--- src/rtl/lsu_subword_rmw_if.sv ---
// lsu_subword_rmw_if: MEM-stage request and data-memory bus of the load/store unit.
interface lsu_subword_rmw_if;
    logic        req_valid;
    logic        req_we;
    logic [2:0]  req_funct3;
    logic [31:0] req_addr;
    logic [31:0] req_wdata;
    logic [31:0] load_data;
    logic        stall;
    logic        access_fault;
    logic [31:0] store_count;
    logic [31:0] mem_addr;
    logic [31:0] mem_wdata;
    logic        mem_we;
    logic [31:0] mem_rdata;

    modport master (
        output req_valid, req_we, req_funct3, req_addr, req_wdata, mem_rdata,
        input  load_data, stall, access_fault, store_count, mem_addr, mem_wdata, mem_we
    );

    modport slave (
        input  req_valid, req_we, req_funct3, req_addr, req_wdata, mem_rdata,
        output load_data, stall, access_fault, store_count, mem_addr, mem_wdata, mem_we
    );
endinterface

--- src/rtl/lsu_subword_rmw.sv ---
// lsu_subword_rmw: load extension, sb/sh read-modify-write, fault checks and store counter.
module lsu_subword_rmw #(
    parameter logic [31:0] BASE_ADDR = 32'h8000_0000,
    parameter int          MEM_WORDS = 2000
) (
    input logic              clk,
    input logic              rst_n,
    lsu_subword_rmw_if.slave bus
);
    typedef enum logic {IDLE, WRITE} state_t;

    localparam logic [32:0] LIMIT = {1'b0, BASE_ADDR} + 33'(4 * MEM_WORDS);

    state_t      state;
    logic [31:0] merge_q;
    logic [31:0] count_q;
    logic [31:0] merged;
    logic [7:0]  byte_sel;
    logic [15:0] half_sel;
    logic [2:0]  f3;
    logic [31:0] a;
    logic        misaligned, illegal, out_of_range, fault, ok;
    logic        is_load, is_sw, is_sub, idle;

    assign f3   = bus.req_funct3;
    assign a    = bus.req_addr;
    assign idle = state == IDLE;

    assign misaligned   = ((f3 == 3'b001 || f3 == 3'b101) && a[0]) || (f3 == 3'b010 && a[1:0] != 2'b00);
    assign illegal      = f3 == 3'b011 || f3 == 3'b110 || f3 == 3'b111 ||
                          ((f3 == 3'b100 || f3 == 3'b101) && bus.req_we);
    assign out_of_range = a < BASE_ADDR || {1'b0, a} >= LIMIT;
    assign fault        = misaligned | illegal | out_of_range;
    assign ok           = idle & bus.req_valid & ~fault;

    assign is_load = ok & ~bus.req_we;
    assign is_sw   = ok & bus.req_we & f3 == 3'b010;
    assign is_sub  = ok & bus.req_we & (f3 == 3'b000 || f3 == 3'b001);

    assign bus.access_fault = idle & bus.req_valid & fault;
    // rst_n gating keeps a pending request from clobbering memory during reset
    assign bus.mem_we       = rst_n & (is_sw | state == WRITE);
    assign bus.stall        = rst_n & is_sub;
    assign bus.mem_addr     = {a[31:2], 2'b00};
    assign bus.mem_wdata    = state == WRITE ? merge_q : bus.req_wdata;
    assign bus.store_count  = count_q;

    assign byte_sel = bus.mem_rdata[8*a[1:0] +: 8];
    assign half_sel = a[1] ? bus.mem_rdata[31:16] : bus.mem_rdata[15:0];

    assign bus.load_data = !is_load      ? 32'h0 :
                           f3 == 3'b000  ? {{24{byte_sel[7]}}, byte_sel} :
                           f3 == 3'b001  ? {{16{half_sel[15]}}, half_sel} :
                           f3 == 3'b100  ? {24'h0, byte_sel} :
                           f3 == 3'b101  ? {16'h0, half_sel} :
                                           bus.mem_rdata;

    // halfword lanes take wdata bytes 0/1 in place; byte stores replicate wdata[7:0]
    always_comb begin
        merged = bus.mem_rdata;
        for (int i = 0; i < 4; i++) begin
            if ((f3 == 3'b000 && a[1:0] == 2'(i)) || (f3 == 3'b001 && a[1] == i[1]))
                merged[8*i +: 8] = f3[0] ? bus.req_wdata[8*(i%2) +: 8] : bus.req_wdata[7:0];
        end
    end

    always_ff @(posedge clk or negedge rst_n) begin
        if (!rst_n) begin
            state   <= IDLE;
            merge_q <= 32'h0;
            count_q <= 32'h0;
        end else begin
            if (is_sw || state == WRITE)
                count_q <= count_q + 32'h1;
            if (state == WRITE)
                state <= IDLE;
            else if (is_sub) begin
                state   <= WRITE;
                merge_q <= merged;
            end
        end
    end
endmodule

--- src/flat_wrapper.sv ---
// flat-port wrapper written by rule: the top's interface ports become plain ports
module lsu_subword_rmw_flat 
#(
    parameter logic [31:0] BASE_ADDR = 32'h8000_0000,
    parameter int          MEM_WORDS = 2000
)
  (clk, rst_n, bus_req_valid, bus_req_we, bus_req_funct3, bus_req_addr, bus_req_wdata, bus_mem_rdata, bus_load_data, bus_stall, bus_access_fault, bus_store_count, bus_mem_addr, bus_mem_wdata, bus_mem_we);
  lsu_subword_rmw_if bus_i ();
  input logic clk;
  input logic rst_n;
  input wire logic [$bits(bus_i.req_valid)-1:0] bus_req_valid;
  input wire logic [$bits(bus_i.req_we)-1:0] bus_req_we;
  input wire logic [$bits(bus_i.req_funct3)-1:0] bus_req_funct3;
  input wire logic [$bits(bus_i.req_addr)-1:0] bus_req_addr;
  input wire logic [$bits(bus_i.req_wdata)-1:0] bus_req_wdata;
  input wire logic [$bits(bus_i.mem_rdata)-1:0] bus_mem_rdata;
  output wire logic [$bits(bus_i.load_data)-1:0] bus_load_data;
  output wire logic [$bits(bus_i.stall)-1:0] bus_stall;
  output wire logic [$bits(bus_i.access_fault)-1:0] bus_access_fault;
  output wire logic [$bits(bus_i.store_count)-1:0] bus_store_count;
  output wire logic [$bits(bus_i.mem_addr)-1:0] bus_mem_addr;
  output wire logic [$bits(bus_i.mem_wdata)-1:0] bus_mem_wdata;
  output wire logic [$bits(bus_i.mem_we)-1:0] bus_mem_we;
  assign bus_i.req_valid = bus_req_valid;
  assign bus_i.req_we = bus_req_we;
  assign bus_i.req_funct3 = bus_req_funct3;
  assign bus_i.req_addr = bus_req_addr;
  assign bus_i.req_wdata = bus_req_wdata;
  assign bus_i.mem_rdata = bus_mem_rdata;
  assign bus_load_data = bus_i.load_data;
  assign bus_stall = bus_i.stall;
  assign bus_access_fault = bus_i.access_fault;
  assign bus_store_count = bus_i.store_count;
  assign bus_mem_addr = bus_i.mem_addr;
  assign bus_mem_wdata = bus_i.mem_wdata;
  assign bus_mem_we = bus_i.mem_we;
  lsu_subword_rmw #(.BASE_ADDR(BASE_ADDR), .MEM_WORDS(MEM_WORDS)) u_core (.clk(clk), .rst_n(rst_n), .bus(bus_i));
endmodule
--- config.mk ---
export PLATFORM = sky130hd
export DESIGN_NAME = lsu_subword_rmw_flat
export DESIGN_NICKNAME = d
export VERILOG_FILES = /design/src/rtl/lsu_subword_rmw_if.sv /design/src/rtl/lsu_subword_rmw.sv /design/src/flat_wrapper.sv
export SDC_FILE = /design/constraint.sdc
export NUM_CORES = 1
export LEC_CHECK = 0
export ABC_CLOCK_PERIOD_IN_PS = 2600
export CORE_ASPECT_RATIO = 1.25
export CORE_MARGIN = 5
export CORE_UTILIZATION = 37
export DETAILED_ROUTE_END_ITERATION = 6
export PLACE_DENSITY = 0.82
export SLEW_MARGIN = 20
export SYNTH_ARGS = -nofsm -noshare
export SYNTH_HDL_FRONTEND = slang
export SYNTH_SLANG_ARGS = --single-unit
--- constraint.sdc ---
create_clock -name clk -period 2.6 [get_ports clk]
set_input_delay 0.52 -clock clk [delete_from_list [all_inputs] [get_ports clk]]
set_output_delay 0.52 -clock clk [all_outputs]
set_load 0.02 [all_outputs]
==> results.cfg, run 1 <==
[timing]
final.setup.worst_slack_ns = -0.1558
fin_crit_ns = 2.756
fmax_mhz = 362.9
finalCritPeriodShare_pct = 106.0
clock_skew_ns = 0.005674
max_slew_margin_pct = 63.85
maxSlewViolCount = 0
tightest_slew_ns = 0.5372
hold_viol_final = 0
rsz0062_at_grt = true
setup_viol = 24

[grt]
grt_max_degree = 66
grt_pass1_wl_um = 28790
grt_usage_pct = 25.07
grt_pass1_vias = 5338
grt_overflow_total = 0
antenna_found_initial = 1

[die]
dieArea_sq_um = 14790
coreArea_sq_um = 12160
rows = 45
die_w_um = 109.8
ioPinCount = 234
initial_core_util_pct = 37.85
die_h_um = 134.7

[pwr]
pwr_density_cell_nw_per_um2 = 363.7
p_int_mw = 2.114
p_seq_share_pct = 34.7
p_sw_mw = 0.8046
switching_share_pct = 27.57
clock_power_share_pct = 41.9
power.total_mw = 2.918
leakage_nw = 3.354
comb_power_share_pct = 23.4
peakVddDrop_uv = 336.7

[final_layout]
drive_above_1_share_pct = 30.23
nFillCells = 957
mostFrequentLayoutCell = clkdlybuf4s50_1
layout_common_cells = 152 x clkdlybuf4s50_1, 76 x buf_4, 66 x nand2_1
synthToLayoutAreaGrowth_pct = 74.31
stdcell_area_sq_um = 8024
nets = 873
fin_cells = 939
post-route-util_pct = 65.98

[logic_synthesis]
synth_warnings = 0
syn_inst = 526
synth_top_flop_cell = dfrtp_1
yosysTopAreaCell = dfrtp_1
synthDistinctLibCells = 44
yosysSeqAreaShare_pct = 35.34
synth_area_sq_um = 4603
avgSynthCellArea_sq_um = 8.751
synth_edf_count = 0
synth_seq_cells = 65
synthArstFlopShare_pct = 100.0
synth_area_leaders = dfrtp_1 35%, mux2_2 7.8%, mux2i_1 7.6%
yosysTopAreaCellShare_pct = 35.34

[setup_path]
path_cells = buf_8 > nor4_4 > nand4_1 > nor4_4 > buf_4 > o221ai_4 > buf_12 > a221oi_4 > buf_6
reg2reg_from = u_core.state$_DFF_PN0_
cp-end-kind = output port
worstSetupPathType = in -> out
path_buf_inv = 4
worst_path_most_repeated_cell = nor4_4
cp_max_fo = 8
crit_family = simple AND/OR/NAND/NOR gates
startpoint = bus_req_addr[24]
slowest_stage = nor4_4
cp.required_ns = 2.08
arrival_ns = 2.24
slowest_delay_ns = 0.29
start_kind = input pin

[clock_tree]
cts_buffers = 9
clk_path_buf_depth = 2
worstSkewPairLatency_ns = 0.32
root_buffer = clkbuf_16
clkSinkCount = 65
cts.clk_slew.worst_paths_ns = 0.06
htree_levels = 3
cts_tree = built
cts_hold_buf = 0

[drt]
dr.pass1.iters = 5
dr_wl_met3_um = 1529
num_vias = 5216
wl_per_cell_um = 20.21
wl_met2_um = 9715
drt-met1-wl_um = 6875
ant_nets = 0
top_layer = met4
drt_iter0_drc = 287
finalWirelength_um = 18980
drc = 0
via_per_inst = 5.555

[placed_design]
dpl_worst_slack_ns = -1.041
gp_congestion = 0.9712
postPlaceCellArea_sq_um = 7527
dp_cells = 916
numPortBuffers = 223
dp.final_hpwl_um = 14670

[outcome]
violations = setup timing
status = finished, violations left

[hold_path]
hp-class = in -> async

[run]
max_cap_viol_count = 0
## cell families (layout without fill, tap and decap cells)
| family | after synthesis | count (layout) | share of synthesized area [%] |
|---|---|---|---|
| xor gates and xnor gates | 31 | 31 | 5.898 |
| adders and majority gates | 1 | 1 | 0.2718 |
| muxes | 67 | 67 | 15.44 |
| and+or+nand+nor | 160 | 160 | 17.91 |
| AOI/OAI and AO/OA | 119 | 119 | 15.36 |
| buffers and inverters | 82 | 329 | 9.704 |
| other | 1 | 3 | 0.08147 |
| DFF | 65 | 65 | 35.34 |
## flip-flops by register name, indices dropped and copies added (netlist names)
name / flops
u_core.bus.store_count: 32
u_core.state: 1
u_core.merge_q: 32
## worst paths after layout
kind                                                          end  slack [ns]  cells past startpoint
hold / removal                     u_core.merge_q[27]$_DFFE_PN0P_        0.24                      2
setup / recovery                                bus_load_data[15]       -0.16                      9
min in group clk           u_core.bus.store_count[31]$_DFFE_PN0P_        0.47                      1
hold reg to reg            u_core.bus.store_count[31]$_DFFE_PN0P_        0.47                      1
max in group asynchronous   u_core.bus.store_count[0]$_DFFE_PN0P_        1.87                      2
setup reg to reg                   u_core.merge_q[21]$_DFFE_PN0P_        0.44                      7
## power groups by stage
| stage | Sequential, mW | Clock [mW] | Combinational, mW |
|---|---|---|---|
| global placement | 1.03 | 0 | 0.653 |
| floorplan | 1.03 | 0 | 0.290 |
| finish | 1.01 | 1.22 | 0.684 |
| CTS | 1.01 | 1.24 | 0.667 |
| global route | 1.01 | 1.29 | 0.725 |
| detailed placement | 1.03 | 0 | 0.665 |
## layout make-up
class | instances | area, sq um | area share, %
Multi-Input combinational cell | 380 | 3022 | 37.66
Inverter | 14 | 52.55 | 0.6549
Clock inverter | 6 | 66.31 | 0.8264
Tap cell | 164 | 205.2 | 2.557
Timing Repair Buffer | 299 | 2810 | 35.02
Sequential cell | 65 | 1627 | 20.27
Antenna cell | 1 | 2.502 | 0.03119
Clock buffer | 10 | 239.0 | 2.978
## Yosys cell counts (2+ instances only)
cell / count
o221a_2: 6
nand2b_1: 2
nand2_1: 66
inv_1: 14
nor2b_1: 5
and3_1: 5
nor2_1: 13
nand3_1: 11
o21ai_0: 66
xor2_1: 7
o22ai_1: 9
nor4_1: 12
xnor2_1: 24
buf_2: 6
and2_1: 4
nand3b_1: 2
a21oi_1: 24
or3_1: 2
a221oi_1: 8
mux2i_1: 35
mux2_2: 32
nor3_1: 4
nor3b_1: 6
dfrtp_1: 65
buf_4: 33
clkbuf_1: 22
nand4_1: 20
nor4b_1: 2
buf_1: 6
## worst register-to-register path, stage by stage (launching register included)
cell and delay (ns):
dfrtp_1 0.43, nor2b_4 0.17, buf_4 0.12, buf_4 0.09
and3_1 0.16, or4b_2 0.64, buf_12 0.22, o21ai_0 0.24
## metrics by stage
stage          hold slack, ns  setup TNS [ns]
2_1_floorplan          0.2244          -1.296
3_3_place_gp           0.4589          -54.76
3_5_place_dp           0.4640          -56.84
4_1_cts                0.2290          -1.693
5_1_grt                0.2358          -3.601
6_report               0.2446          -1.534
## timing repair
| action | 4_1_cts | 5_1_grt |
|---|---|---|
| gates resized for setup | 290 | 46 |
| pin swaps | 14 | 10 |
| buffers inserted | 4 | 4 |
| cloned | 1 | 0 |
| setup endpoints to repair | 74 | 44 |
## routing by layer
| layer | vias up | GRT usage (%) |
|---|---|---|
| met1 | 2507 | 28.33 |
| met3 | 66 | 6.121 |
| met5 | - | 0 |
| li1 | 2350 | - |
| met2 | 293 | 42.84 |
| met4 | 0 | 13.58 |
Power figures use the tool's default switching activity.
==> run 2, diff against run 1 <==
- REMOVE_ABC_BUFFERS: not set -> 1
==> run 2 against run 1 <==
The flow still finishes with violations (setup timing). Global-route usage is 1.1 points lower. Critical path depth fell by 1. Cell area shrank 3.1%. Hold slack got worse by 0.0051 ns. Non-clock buffer count fell by 11. Combinational power down 5.0%. Critical path type unchanged.
==> results.cfg, run 2 (same netlist as run 1, synthesis figures left out) <==
[grt]
grt_pass1_vias = 5192
grt_pass1_wl_um = 27590
grt_overflow_total = 0
antenna_found_initial = 0
grt_max_degree = 66
grt_usage_pct = 23.95

[final_layout]
layout_common_cells = 151 x clkdlybuf4s50_1, 73 x buf_4, 66 x nand2_1
fin_cells = 927
antennaDiodeCount = 0
drive_above_1_share_pct = 28.83
synthToLayoutAreaGrowth_pct = 68.96
nets = 862
mostFrequentLayoutCell = clkdlybuf4s50_1

[timing]
whs_ns = 0.2395
clock_skew_ns = 0.004386
tns_ns = -2.084
fmax_mhz = 363.5
rsz0062_at_grt = true
tightest_slew_ns = 0.5737
fin_crit_ns = 2.751
setup_viol = 26
hold_viol_final = 0
finalCritPeriodShare_pct = 105.8
maxSlewViolCount = 0
max_slew_margin_pct = 61.75
final.setup.worst_slack_ns = -0.1513

[die]
coreArea_sq_um = 12160
initial_core_util_pct = 37.85
rows = 45
die_h_um = 134.7
die_w_um = 109.8
ioPinCount = 234
dieArea_sq_um = 14790

[outcome]
status = finished, violations left
violations = setup timing

[setup_path]
reg2reg_from = u_core.state$_DFF_PN0_
path_cells = buf_8 > nor4_4 > nand4_1 > nor4_4 > buf_4 > o221ai_4 > a221oi_2 > buf_4
r2r_slack_ns = 0.46
cp.required_ns = 2.08
start_kind = input pin
cp-end-kind = output port
worstSetupPathType = in -> out
slowest_stage = a221oi_2
endpoint = bus_load_data[13]
arrival_ns = 2.23
startpoint = bus_req_addr[18]
slowest_delay_ns = 0.28
r2r_cells = 8
cp_max_fo = 8
critical_path.reg2reg.endpoint = u_core.merge_q[12]$_DFFE_PN0P_

[placed_design]
dp.final_hpwl_um = 13810
dp_cells = 903
gp_congestion = 0.9942
numPortBuffers = 223

[pwr]
comb_power_share_pct = 21.9
peakVddDrop_uv = 290.1
power.total_mw = 2.968
switching_share_pct = 26.87
p_int_mw = 2.170
clock_power_share_pct = 44.0
p_seq_share_pct = 34.1
leakage_nw = 3.262
pwr_density_cell_nw_per_um2 = 381.6
p_sw_mw = 0.7976

[drt]
dr.pass1.iters = 4
finalWirelength_um = 18860
drt_iter0_drc = 239
wl_per_cell_um = 20.35
ant_nets = 0
num_vias = 5050
drc = 0
via_per_inst = 5.448

[clock_tree]
worstSkewPairLatency_ns = 0.33
clk_path_buf_depth = 2
root_buffer = clkbuf_16
clkSinkCount = 65
cts_tree = built
cts_hold_buf = 0
cts_buffers = 9
htree_levels = 3
cts.clk_slew.worst_paths_ns = 0.06

[run]
max_cap_viol_count = 0

[hold_path]
hp-class = in -> async
-- run 2: cell count changes in the layout (fill, tap and decap cells not counted), moves of 3 or more --
cell      change
buf_6         -7
a221oi_4      -8
a21oi_4       -3
mux2i_4       +3
a21oi_2       +3
mux2i_1       -3
a221oi_2      +8
buf_4         -3
-- run 2: power groups by stage --
stage / registers [mW] / logic [mW] / clock network, mW
after global placement: 1.03 / 0.600 / 0
after global routing: 1.01 / 0.683 / 1.39
after detailed placement: 1.03 / 0.607 / 0
after floorplan: 1.03 / 0.168 / 0
final: 1.01 / 0.650 / 1.31
after CTS: 1.01 / 0.633 / 1.33
-- run 2: worst max-delay path, delay by kind of cell --
kind                   cells  cell delay [ns]
AOI/OAI and AO/OA          2             0.51
and+or+nand+nor            3             0.74
buffers and inverters      3             0.45
-- run 2: metrics by stage --
stage	area (sq um)	util, %	worst slack (ns)
global placement	7116	58.51	-1.062
detailed placement	7116	58.51	-1.219
global route	7777	63.95	-0.2155
floorplan	4213	-	-0.4882
finish	7777	63.95	-0.1513
CTS	7645	62.86	-0.1143
-- run 2: layout make-up --
cell class	instances	area [sq um]
multi-input combinational	380	2902
tap	164	205.2
clock inverter	7	95.09
inverter	14	52.55
sequential	65	1627
timing repair buffer	288	2671
fill	1011	4384
clock buffer	9	225.2
-- run 2: layer usage --
metal,global-route usage [%],up-vias,part of all wire [%]
met3,6.982,62,9.0
met4,11.64,0,4.4
met5,0,-,0
met1,26.70,2415,36
met2,41.21,246,50
li1,-,2327,-
-- run 2: timing repair --
item | in CTS | in global routing
cloned | 2 | 0
pin swaps | 18 | 5
setup buffers | 7 | 1
endpoints found under the setup margin | 83 | 38
gates resized for setup | 337 | 30
hold endpoints to repair | 0 | 0
-- run 2: worst min-delay path by stage --
stage	from	end	slack [ns]	cells past startpoint
floorplan	rst_n	u_core.bus.store_count[0]$_DFFE_PN0P_	0.22	0
global placement	u_core.merge_q[27]$_DFFE_PN0P_	u_core.merge_q[27]$_DFFE_PN0P_	0.46	2
detailed placement	u_core.merge_q[5]$_DFFE_PN0P_	u_core.merge_q[5]$_DFFE_PN0P_	0.47	2
CTS	rst_n	u_core.merge_q[12]$_DFFE_PN0P_	0.26	2
global route	rst_n	u_core.merge_q[22]$_DFFE_PN0P_	0.27	2
finish	rst_n	u_core.merge_q[12]$_DFFE_PN0P_	0.24	2
==> run 3, diff against run 2 <==
- CAP_MARGIN: not set -> 30
- CORE_MARGIN: 5 -> not set
==> run 3 against run 2 <==
The run still ends with setup timing left. Non-clock buffer count fell by 3. Combinational power increased by 0.9%. Wire length is 3.2% lower. Fmax fell by 1.1%. Sequential power about the same. Clock power shrank 9.9%. First-iteration DRC count fell by 8.8%. Sequential share of layout area fell by 0.097 points. Critical path type unchanged.
==> results.cfg, run 3 (same netlist as run 1, synthesis figures left out) <==
[clock_tree]
worstSkewPairLatency_ns = 0.33
root_buffer = clkbuf_16
cts_tree = built
cts.clk_slew.worst_paths_ns = 0.06
cts_buffers = 9
clk_path_buf_depth = 2
clkSinkCount = 65
htree_levels = 3
cts_hold_buf = 0

[drt]
ant_nets = 0
via_per_inst = 5.501
dr.pass1.iters = 5
wl_per_cell_um = 19.75
finalWirelength_um = 18250
drc = 0
num_vias = 5083
drt_iter0_drc = 218

[die]
ioPinCount = 234
initial_core_util_pct = 37.85
rows = 45
die_w_um = 101.8
die_h_um = 126.7
coreArea_sq_um = 12160
dieArea_sq_um = 12890

[timing]
fin_crit_ns = 2.783
fmax_mhz = 359.3
hold_viol_final = 0
setup_viol = 25
max_slew_margin_pct = 50.86
maxSlewViolCount = 0
finalCritPeriodShare_pct = 107.0
final.setup.worst_slack_ns = -0.1833
rsz0062_at_grt = true
whs_ns = 0.06536
clock_skew_ns = 0.01178
tightest_slew_ns = 0.7371

[outcome]
status = finished, violations left
violations = setup timing

[final_layout]
nets = 859
layout_common_cells = 150 x clkdlybuf4s50_1, 66 x nand2_1, 66 x buf_4
post-route-util_pct = 64.25
mostFrequentLayoutCell = clkdlybuf4s50_1
antennaDiodeCount = 0
drive_above_1_share_pct = 28.82
synthToLayoutAreaGrowth_pct = 69.75

[grt]
grt_pass1_wl_um = 27170
grt_max_degree = 66
grt_usage_pct = 27.64
grt_overflow_total = 0
antenna_found_initial = 0
grt_pass1_vias = 5231

[pwr]
comb_power_share_pct = 23.1
switching_share_pct = 27.20
leakage_nw = 3.281
p_seq_share_pct = 35.6
p_int_mw = 2.070
clock_power_share_pct = 41.4
peakVddDrop_uv = 355.5
pwr_density_cell_nw_per_um2 = 364.0
p_sw_mw = 0.7737

[setup_path]
critical_path.reg2reg.endpoint = u_core.merge_q[9]$_DFFE_PN0P_
worst_path_most_repeated_cell = buf_4
start_kind = input pin
crit_family = simple AND/OR/NAND/NOR gates
cp-end-kind = output port
reg2reg_from = u_core.state$_DFF_PN0_
arrival_ns = 2.26
slowest_delay_ns = 0.27
slowest_stage = nor4_4
path_buf_inv = 4
r2r_slack_ns = 0.51
cp_max_fo = 8
r2r_cells = 7
worstSetupPathType = in -> out
cp.required_ns = 2.08
path_cells = buf_8 > nor4_4 > nand4_1 > buf_4 > nor4_4 > buf_4 > o221ai_4 > a221oi_2 > buf_4

[placed_design]
numPortBuffers = 223
dpl_worst_slack_ns = -1.089
gp_congestion = 0.9096
dp.final_hpwl_um = 13050

[hold_path]
hp-class = in -> async

[run]
max_cap_viol_count = 0
run 3: routing by layer:
| layer | routed length [um] | GRT usage, % | part of all wire [%] | up-vias |
|---|---|---|---|---|
| met1 | 6933 | 31.96 | 38 | 2454 |
| li1 | - | - | - | 2317 |
| met3 | 1592 | 6.722 | 8.7 | 38 |
| met4 | 541 | 10.49 | 3.0 | 0 |
| met5 | 0 | 0 | 0 | - |
| met2 | 9184 | 48.53 | 50 | 274 |
run 3: cell type report:
type,count,area (sq um)
repair buffers,285,2723
inverters,14,52.55
multi-input cells,380,2919
fillers,988,4348
clock inverters,6,58.81
well taps,164,205.2
flip-flops and latches,65,1627
clock buffers,10,229.0
run 3: how the worst max path moves through the flow:
stage                      from                 to  slack (ns)  cells past startpoint
3_3_place_gp   bus_req_addr[28]   bus_load_data[8]       -1.04                      7
6_report       bus_req_addr[18]  bus_load_data[12]       -0.18                      9
4_1_cts        bus_req_addr[16]  bus_load_data[13]       -0.14                      9
5_1_grt        bus_req_addr[18]   bus_load_data[9]       -0.30                      9
3_5_place_dp   bus_req_addr[26]  bus_load_data[13]       -1.09                      7
2_1_floorplan  bus_req_addr[25]         bus_mem_we       -0.49                      4
run 3: per-stage QoR:
stage / setup TNS, ns / cells / cell area, sq um / power, mW
after floorplan: -12.30 / 459 / 4213 / 1.199
after global placement: -52.84 / 901 / 7126 / 1.635
after detailed placement: -54.85 / 901 / 7126 / 1.639
after CTS: -1.219 / 924 / 7607 / 2.851
after global routing: -5.370 / 924 / 7814 / 2.949
final: -2.603 / 924 / 7814 / 2.844
run 3: power by group through the flow:
stage               Clock [mW]  Sequential (mW)  Combinational, mW
floorplan                    0             1.03              0.168
global placement             0             1.03              0.605
detailed placement           0             1.03              0.609
CTS                       1.20             1.01              0.635
global route              1.25             1.01              0.688
finish                    1.18             1.01              0.656
run 3: timing repair:
| action | CTS | global route |
|---|---|---|
| endpoints found under the setup margin | 76 | 37 |
| pin swaps | 16 | 3 |
| buffers inserted | 6 | 0 |
| gates resized for setup | 316 | 59 |
| cloned | 1 | 1 |
